**config.mk**
```make
export PLATFORM = sky130hd
export DESIGN_NAME = spi_slave_if
export DESIGN_NICKNAME = d
export VERILOG_FILES = /design/src/rtl/spi_slave_if.sv
export SDC_FILE = /design/constraint.sdc
export NUM_CORES = 1
export LEC_CHECK = 0
export CAP_MARGIN = 20
export CORE_ASPECT_RATIO = 1.5
export CORE_MARGIN = 3
export CORE_UTILIZATION = 58
export DETAILED_ROUTE_END_ITERATION = 6
export GPL_TIMING_DRIVEN = 0
export PLACE_DENSITY = 0.83
export SLEW_MARGIN = 30
export SYNTH_ARGS = -nofsm -noshare
export SYNTH_HDL_FRONTEND = slang
export SYNTH_SLANG_ARGS = --single-unit
```
**constraint.sdc**
```tcl
create_clock -name clk -period 4.3 [get_ports clk]
set_input_delay 0.43 -clock clk [delete_from_list [all_inputs] [get_ports clk]]
set_output_delay 0.43 -clock clk [all_outputs]
set_load 0.01 [all_outputs]
```
**src/rtl/spi_slave_if.sv**
```systemverilog
// spi_slave_if: serial front end of the SPI wrapper, directly upstream of the SPI RAM.
// Deserialises 10-bit command frames {cmd[1:0], payload[7:0]} from MOSI and hands them
// to the RAM as rx_data with a one-cycle rx_valid strobe. For read-data frames the RAM
// reply (tx_data/tx_valid) is shifted out on MISO, MSB first. SPI bit clock == clk.
//
// Ports:
//   clk       system/SPI clock, all logic on posedge
//   rst_n     asynchronous active-low reset
//   SS_n      slave select, active low; high aborts any frame or reply
//   MOSI      serial data in, MSB first
//   MISO      serial data out, MSB first; 0 when not transmitting
//   rx_data   received frame to RAM
//   rx_valid  one-cycle strobe qualifying rx_data
//   tx_data   read data from RAM
//   tx_valid  RAM read data valid
module spi_slave_if #(
  parameter int unsigned FRAME_W = 10,
  parameter int unsigned DATA_W  = 8
) (
  input  logic               clk,
  input  logic               rst_n,
  input  logic               SS_n,
  input  logic               MOSI,
  output logic               MISO,
  output logic [FRAME_W-1:0] rx_data,
  output logic               rx_valid,
  input  logic [DATA_W-1:0]  tx_data,
  input  logic               tx_valid
);

  localparam int unsigned BitCntW = $clog2(FRAME_W);
  localparam int unsigned TxCntW  = $clog2(DATA_W + 1);

  typedef enum logic [2:0] {
    StIdle     = 3'd0,
    StChkCmd   = 3'd1,
    StWrite    = 3'd2,
    StReadAdd  = 3'd3,
    StReadData = 3'd4
  } state_e;

  state_e               state_q, state_d;
  logic [BitCntW-1:0]   bit_cnt_q, bit_cnt_d;
  logic [FRAME_W-2:0]   rx_shift_q, rx_shift_d;
  logic [FRAME_W-1:0]   rx_data_q, rx_data_d;
  logic                 rx_valid_q, rx_valid_d;
  logic                 rd_addr_flag_q, rd_addr_flag_d;
  logic [DATA_W-1:0]    tx_shift_q, tx_shift_d;
  logic [TxCntW-1:0]    tx_cnt_q, tx_cnt_d;
  logic                 miso_q, miso_d;

  always_comb begin
    state_d        = state_q;
    bit_cnt_d      = bit_cnt_q;
    rx_shift_d     = rx_shift_q;
    rx_data_d      = rx_data_q;
    rx_valid_d     = 1'b0;
    rd_addr_flag_d = rd_addr_flag_q;
    tx_shift_d     = tx_shift_q;
    tx_cnt_d       = tx_cnt_q;
    miso_d         = 1'b0;

    if (state_q != StIdle && SS_n) begin
      // Abort: a partial frame (even one whose last bit is on this edge) is dropped.
      state_d   = StIdle;
      bit_cnt_d = '0;
      tx_cnt_d  = '0;
    end else begin
      unique case (state_q)
        StIdle: begin
          bit_cnt_d = '0;
          tx_cnt_d  = '0;
          if (!SS_n) state_d = StChkCmd;
        end
        StChkCmd: begin
          rx_shift_d = {rx_shift_q[FRAME_W-3:0], MOSI};
          bit_cnt_d  = BitCntW'(1);
          if (!MOSI)               state_d = StWrite;
          else if (rd_addr_flag_q) state_d = StReadData;
          else                     state_d = StReadAdd;
        end
        StWrite, StReadAdd, StReadData: begin
          // Counter saturates at FRAME_W: trailing MOSI bits are ignored.
          if (bit_cnt_q != BitCntW'(FRAME_W)) begin
            rx_shift_d = {rx_shift_q[FRAME_W-3:0], MOSI};
            bit_cnt_d  = bit_cnt_q + 1'b1;
            if (bit_cnt_q == BitCntW'(FRAME_W - 1)) begin
              rx_data_d  = {rx_shift_q, MOSI};
              rx_valid_d = 1'b1;
              if (state_q == StReadAdd)  rd_addr_flag_d = 1'b1;
              if (state_q == StReadData) rd_addr_flag_d = 1'b0;
            end
          end
          // Reply window opens the cycle after the rx_valid strobe. tx_cnt_q saturates at
          // DATA_W so only one reply is sent per frame.
          if (state_q == StReadData && bit_cnt_q == BitCntW'(FRAME_W) && !rx_valid_q) begin
            if (tx_cnt_q == '0) begin
              if (tx_valid) begin
                miso_d     = tx_data[DATA_W-1];
                tx_shift_d = {tx_data[DATA_W-2:0], 1'b0};
                tx_cnt_d   = TxCntW'(1);
              end
            end else if (tx_cnt_q != TxCntW'(DATA_W)) begin
              miso_d     = tx_shift_q[DATA_W-1];
              tx_shift_d = {tx_shift_q[DATA_W-2:0], 1'b0};
              tx_cnt_d   = tx_cnt_q + 1'b1;
            end
          end
        end
        default: state_d = StIdle;
      endcase
    end
  end

  always_ff @(posedge clk or negedge rst_n) begin
    if (!rst_n) begin
      state_q        <= StIdle;
      bit_cnt_q      <= '0;
      rx_shift_q     <= '0;
      rx_data_q      <= '0;
      rx_valid_q     <= 1'b0;
      rd_addr_flag_q <= 1'b0;
      tx_shift_q     <= '0;
      tx_cnt_q       <= '0;
      miso_q         <= 1'b0;
    end else begin
      state_q        <= state_d;
      bit_cnt_q      <= bit_cnt_d;
      rx_shift_q     <= rx_shift_d;
      rx_data_q      <= rx_data_d;
      rx_valid_q     <= rx_valid_d;
      rd_addr_flag_q <= rd_addr_flag_d;
      tx_shift_q     <= tx_shift_d;
      tx_cnt_q       <= tx_cnt_d;
      miso_q         <= miso_d;
    end
  end

  assign MISO     = miso_q;
  assign rx_data  = rx_data_q;
  assign rx_valid = rx_valid_q;

endmodule

```
==> run_results.csv, run 1 <==
group,metric,value,unit
placed_design,place_ws,1.85,ns
synth,synth_ff_type,"dfrtp_1",
layout,final_common_cell,"dfrtp_1",
timing,slew_headroom,42.0,%
timing,timing.final.ws_setup,2.01,ns
die,start_util,61.4,%
pwr,sw_frac_of_total,23.0,%
die,num_rows,25,
layout,nFillCells,217,
critical_path,arrival,2.47,ns
worst_hold_path,hold_path_class,"primary input to async pin",
grt,grt_pass1_wl,7020,µm
timing,fin_crit,2.29,ns
grt,track_usage,23.1,%
status,status,"finished, final reports clean",
critical_path,endpoint_kind,"flip-flop",
die,die_y,77.2,µm
synth,syn-num-nets,192,
grt,grt_pass1_vias,1531,
timing,maxSlewViolCount,0,
synth,async_flop_share,100,%
pwr,combPwrFrac,14.1,%
timing,grt_setup_unrepaired,"no",
synth,synth_seq_cells,40,
placed_design,place.gp.congestion,0.808,
die,ios,25,
timing,setup_violations,0,
grt,antenna_found_initial,0,
critical_path,critPathKind,"flip-flop to flip-flop",
synth,synth-edff-count,0,
critical_path,critPathMaxFanout,9,
placed_design,dp_hpwl,3000,µm
synth,ys_warn_count,0,
pwr,p_int,791,µW
cts,clkSlewWorstSetupHoldPaths,0.08,ns
die,placeableCoreArea,3190,µm²
grt,grt_start_max_net_pins,25,
critical_path,start_kind,"flip-flop",
placed_design,portBuffers,24,
timing,finalSetupTns,0,ns
layout,antenna_cells,0,
grt,grt.overflow.total,0,
run,cap_violations,0,
timing,worstMarginPinSlew,0.868,ns
cts,root_buffer,"clkbuf_8",
layout,fin_util,76.2,%
timing,final-hold-violation-count,0,
cts,cts_hold_buf,0,
synth,avgSynthCellArea,11.3,µm²
routing,drc,0,
routing,ant_nets,0,
layout,drive_gt1_share,17.4,%
timing,min_period_over_period,53.3,%
routing,drt-total-wl,4160,µm
layout,fin_nets,224,
timing,fin_skew,0.00708,ns
pwr,seqPwrFrac,45.1,%
layout,area_growth_syn_to_layout,24.1,%
cts,cts_max_level,2,
routing,routedWlPerCell,16.9,µm
cts,cts_max_path_buffers,2,
synth,synthCells,174,
routing,drt_iter0_drc,76,
critical_path,worstPathRequired,4.47,ns
synth,ys_types,42,
cts,postCtsResizedCells,0,
die,die_area,4120,µm²
routing,dr.pass1.iters,4,
pwr,p_leak,1.09,nW
pwr,switchingPower,237,µW
cts,clock_latency,0.29,ns
cts,cts.sinks,40,
layout,final_cell_mix,"40 x dfrtp_1, 23 x clkdlybuf4s50_1, 19 x mux2_2, 16 x a21oi_1, 14 x nor2_1",
routing,vias_per_cell,6.02,
pwr,ir_drop,0.000368,V
die,die_w,53.4,µm
synth,yosysSeqAreaShare,51.1,%
cts,post_cts_buffers,0,
timing,fmax,436,MHz
pwr,power_density,423,nW/µm²
cts,cts_tree,"built",
routing,via_count,1486,
cts,numCtsBuffers,5,
synth,synth_area,1960,µm²
pwr,clock_power_share,40.8,%
[cells in the mapped netlist, types with 3 or more instances]
library cell   n  share of area [%]
dfrtp_1       40                 51
clkbuf_1       5               0.96
inv_1          9                1.7
ha_1           5                3.2
mux2_2        19                 11
nor3_1         6                1.5
nand3_1        4                1.0
a211oi_1       3                1.2
mux2i_1        5                2.6
nand2b_1       4                1.3
a21oi_1       16                4.1
nor2_1        14                2.7
nand2_1        5               0.96
o21ai_0        6                1.5
[final cells by class]
class	instances	area (µm²)	share of cell area [%]
Buffer	8	46.3	1.91
Clock inverter	3	90.1	3.71
Timing Repair Buffer	25	263	10.8
Sequential cell	40	1000	41.2
Multi-Input combinational cell	117	877	36.1
Tap cell	40	50.0	2.06
Inverter	9	33.8	1.39
Clock buffer	5	68.8	2.83
[cell families (layout without fill, tap and decap cells)]
logic type / Yosys count / after routing / synth area share, %
mux: 25 / 25 / 14.1
simple gates: 46 / 46 / 12.7
compound gates: 40 / 40 / 14.4
fa+ha+maj: 5 / 5 / 3.19
buf+inv: 17 / 50 / 4.09
xor+xnor: 1 / 1 / 0.447
flops: 40 / 40 / 51.1
[routing by layer]
metal | routed length [µm] | vias to the layer above | share of wire [%] | GRT usage [%]
met5 | 0 | - | 0 | 0
met4 | 86 | 0 | 2.1 | 9.97
met3 | 213 | 11 | 5.1 | 5.83
met2 | 2340 | 63 | 56 | 41.0
met1 | 1520 | 723 | 37 | 24.4
li1 | - | 689 | - | -
[power groups by stage]
stage	combinational [mW]	clock, mW	sequential, mW
6_report	0.145	0.419	0.464
3_3_place_gp	0.131	0	0.466
5_1_grt	0.159	0.442	0.470
2_1_floorplan	0.0995	0	0.458
3_5_place_dp	0.142	0	0.471
4_1_cts	0.145	0.426	0.464
[sequential cells by signal (all words and copies together) (netlist names)]
signal          count
MISO                1
tx_cnt_q            4
rd_addr_flag_q      1
rx_data            10
tx_shift_q          7
bit_cnt_q           4
state_q             3
rx_valid            1
rx_shift_q          9
[through the flow]
step | total power, mW | std cells | hold WS, ns | area (µm²)
finish | 1.03 | 247 | 0.0677 | 2430
detailed placement | 0.612 | 239 | 0.394 | 2270
global placement | 0.596 | 238 | 0.472 | 2250
floorplan | 0.557 | 174 | 0.134 | 1960
global route | 1.07 | 247 | 0.0885 | 2430
CTS | 1.03 | 247 | 0.0763 | 2430
[path summary, 6_finish.rpt]
check,startpoint,endpoint,slack [ns],cells after the start
worst max-delay path,bit_cnt_q[0],rx_shift_q[0],2.01,7
worst min-delay path,rst_n,tx_shift_q[5],0.07,1
worst max register to register,bit_cnt_q[0],rx_shift_q[0],2.01,7
worst min register to register,rx_data[8],rx_data[8],0.51,1
max in group asynchronous,rst_n,rx_data[3],3.77,2
min in group clk,rx_data[8],rx_data[8],0.51,1
[critical path: stages, from the launching register on]
cell and delay [ns]:
dfrtp_1 0.44, inv_1 0.10, ha_1 0.23, and3b_1 0.18, clkbuf_1 0.16, a211o_1 0.36, a21oi_4 0.33, mux2_2 0.38
No activity file was read; power rests on OpenSTA's default activity.
==> run 2, diff against run 1 <==
--- a/config.mk
+++ b/config.mk
@@ -8,10 +8,10 @@
 export CAP_MARGIN = 20
 export CORE_ASPECT_RATIO = 1.5
 export CORE_MARGIN = 3
-export CORE_UTILIZATION = 58
+export CORE_UTILIZATION = 54
 export DETAILED_ROUTE_END_ITERATION = 6
 export GPL_TIMING_DRIVEN = 0
-export PLACE_DENSITY = 0.83
+export PLACE_DENSITY = 0.78
 export SLEW_MARGIN = 30
 export SYNTH_ARGS = -nofsm -noshare
 export SYNTH_HDL_FRONTEND = slang
==> constraint.sdc (replaced) <==
create_clock -name clk -period 2.4 [get_ports clk]
set_input_delay 0.24 -clock clk [delete_from_list [all_inputs] [get_ports clk]]
set_output_delay 0.24 -clock clk [all_outputs]
set_load 0.01 [all_outputs]
==> run_results.csv, run 2 (synthesized netlist as in run 1, its figures left out) <==
group,metric,value,unit
layout,nFillCells,283,
grt,antenna_found_initial,0,
timing,worstMarginPinSlew,0.770,ns
critical_path,critPathKind,"flip-flop to flip-flop",
critical_path,arrival,2.43,ns
layout,final_common_cell,"dfrtp_1",
timing,setup_violations,0,
die,placeableCoreArea,3450,µm²
critical_path,reg2reg_to,"rx_shift_q[8]",
pwr,sw_frac_of_total,27.0,%
cts,cts_max_level,2,
routing,drt_iter0_drc,46,
layout,area_growth_syn_to_layout,20.2,%
run,cap_violations,0,
die,num_rows,26,
placed_design,dp_hpwl,2830,µm
timing,fin_skew,0.00822,ns
critical_path,worstPathRequired,2.57,ns
routing,ant_nets,0,
placed_design,place.gp.congestion,0.811,
critical_path,cpMaxStageDelayCell,"dfrtp_1",
die,die_y,79.8,µm
pwr,combPwrFrac,17.0,%
critical_path,r2r_cells,7,
cts,clkSlewWorstSetupHoldPaths,0.08,ns
timing,fin_crit,2.26,ns
routing,drc,0,
cts,post_cts_buffers,0,
layout,final_cell_mix,"40 x dfrtp_1, 23 x clkdlybuf4s50_1, 19 x mux2_2, 16 x a21oi_1, 14 x nor2_1",
timing,min_period_over_period,94.3,%
layout,fin_nets,225,
placed_design,portBuffers,24,
pwr,switchingPower,405,µW
pwr,ir_drop,0.000519,V
timing,fmax,442,MHz
routing,drt-total-wl,3860,µm
pwr,power_density,638,nW/µm²
grt,grt_pass1_wl,6640,µm
critical_path,start_kind,"flip-flop",
critical_path,rrSetupSlack,0.14,ns
cts,numCtsBuffers,5,
routing,vias_per_cell,5.79,
timing,grt_setup_unrepaired,"no",
grt,track_usage,21.2,%
worst_hold_path,hold_path_class,"primary input to async pin",
timing,final-hold-violation-count,0,
critical_path,worst-path-buf-inv,2,
timing,slew_headroom,48.5,%
routing,routedWlPerCell,15.5,µm
cts,cts_max_path_buffers,2,
pwr,p_leak,1.06,nW
grt,grt_start_max_net_pins,29,
die,start_util,56.8,%
critical_path,crit_start,"bit_cnt_q[0]",
layout,largest_register_ff_count,10,
critical_path,critPathMaxFanout,9,
pwr,p_int,1.10,mW
critical_path,path_delay_family,"compound AO/OA/AOI/OAI gates",
critical_path,slowest_delay,0.43,ns
grt,grt_pass1_vias,1503,
critical_path,reg2reg_from,"bit_cnt_q[0]",
cts,root_buffer,"clkbuf_8",
die,die_area,4400,µm²
critical_path,cp_cell_sequence,"inv_1 -> ha_1 -> and3b_1 -> clkbuf_1 -> a211o_1 -> a21oi_4 -> mux2_2",
critical_path,endpoint_kind,"flip-flop",
cts,cts_tree,"built",
cts,clock_latency,0.29,ns
timing,fin_hold_ws,0.367,ns
die,die_w,55.2,µm
pwr,clock_power_share,27.5,%
pwr,seqPwrFrac,55.5,%
timing,maxSlewViolCount,0,
cts,cts.sinks,40,
die,ios,25,
grt,grt.overflow.total,0,
status,status,"finished, final reports clean",
layout,antenna_cells,0,
routing,dr.pass1.iters,4,
layout,drive_gt1_share,16.4,%
routing,via_count,1441,
timing,finalSetupTns,0,ns
run 2: changes by cell type in the layout (fill, tap and decap cells not counted), sizes merged:
cell,previous run,this run
dlygate4sd3,0,1
bufinv,3,0
clkbuf,10,11
clkinv,0,1
run 2: layout make-up:
class | count | area (µm²) | share of cell area [%]
flip-flops and latches | 40 | 1000 | 42.5
multi-input cells | 117 | 877 | 37.3
repair buffers | 26 | 265 | 11.3
clock buffers | 6 | 72.6 | 3.08
well taps | 42 | 52.6 | 2.23
plain buffers | 8 | 46.3 | 1.97
inverters | 9 | 33.8 | 1.44
clock inverters | 1 | 5.00 | 0.213
run 2: worst max path at each step:
stage                     to  slack (ns)  depth (start not counted)
3_5_place_dp      rx_data[5]        0.14                          6
6_report       rx_shift_q[8]        0.14                          7
4_1_cts        rx_shift_q[8]        0.14                          7
3_3_place_gp      rx_data[9]        0.18                          6
2_1_floorplan  rx_shift_q[0]        0.38                          7
5_1_grt        rx_shift_q[7]        0.04                          7
run 2: worst register-to-register path, cell delays in order, from the launching register on:
cell and delay, ns:
dfrtp_1 0.43, inv_1 0.09, ha_1 0.23, and3b_1 0.18, clkbuf_1 0.16, a211o_1 0.35, a21oi_4 0.31, mux2_2 0.38
run 2: power groups by stage:
stage	logic (mW)	registers, mW	clock network, mW
6_report	0.255	0.833	0.413
3_3_place_gp	0.234	0.836	0
3_5_place_dp	0.253	0.845	0
2_1_floorplan	0.178	0.820	0
4_1_cts	0.260	0.833	0.433
5_1_grt	0.285	0.843	0.463
run 2: timing repair:
action                                  4_1_cts  5_1_grt
gates resized for setup                       0        0
endpoints found under the setup margin        0        0
endpoints found under the hold margin        12        0
hold buffers                                  1        0
run 2: per-stage QoR:
| stage | instance area [µm²] | util, % | setup WS [ns] | cells | power [mW] |
|---|---|---|---|---|---|
| after CTS | 2350 | 68.3 | 0.141 | 249 | 1.53 |
| after global routing | 2350 | 68.3 | 0.0392 | 249 | 1.59 |
| after global placement | 2250 | 65.3 | 0.183 | 240 | 1.07 |
| final | 2350 | 68.3 | 0.136 | 249 | 1.50 |
| after floorplan | 1960 | - | 0.380 | 174 | 0.998 |
| after detailed placement | 2270 | 65.7 | 0.143 | 241 | 1.10 |
run 2: routing by layer:
layer  wire length (µm)  track usage (%)
met1               1560             24.6
met2               2040             34.8
met3                170             4.86
met4                 92             10.9
met5                  0                0
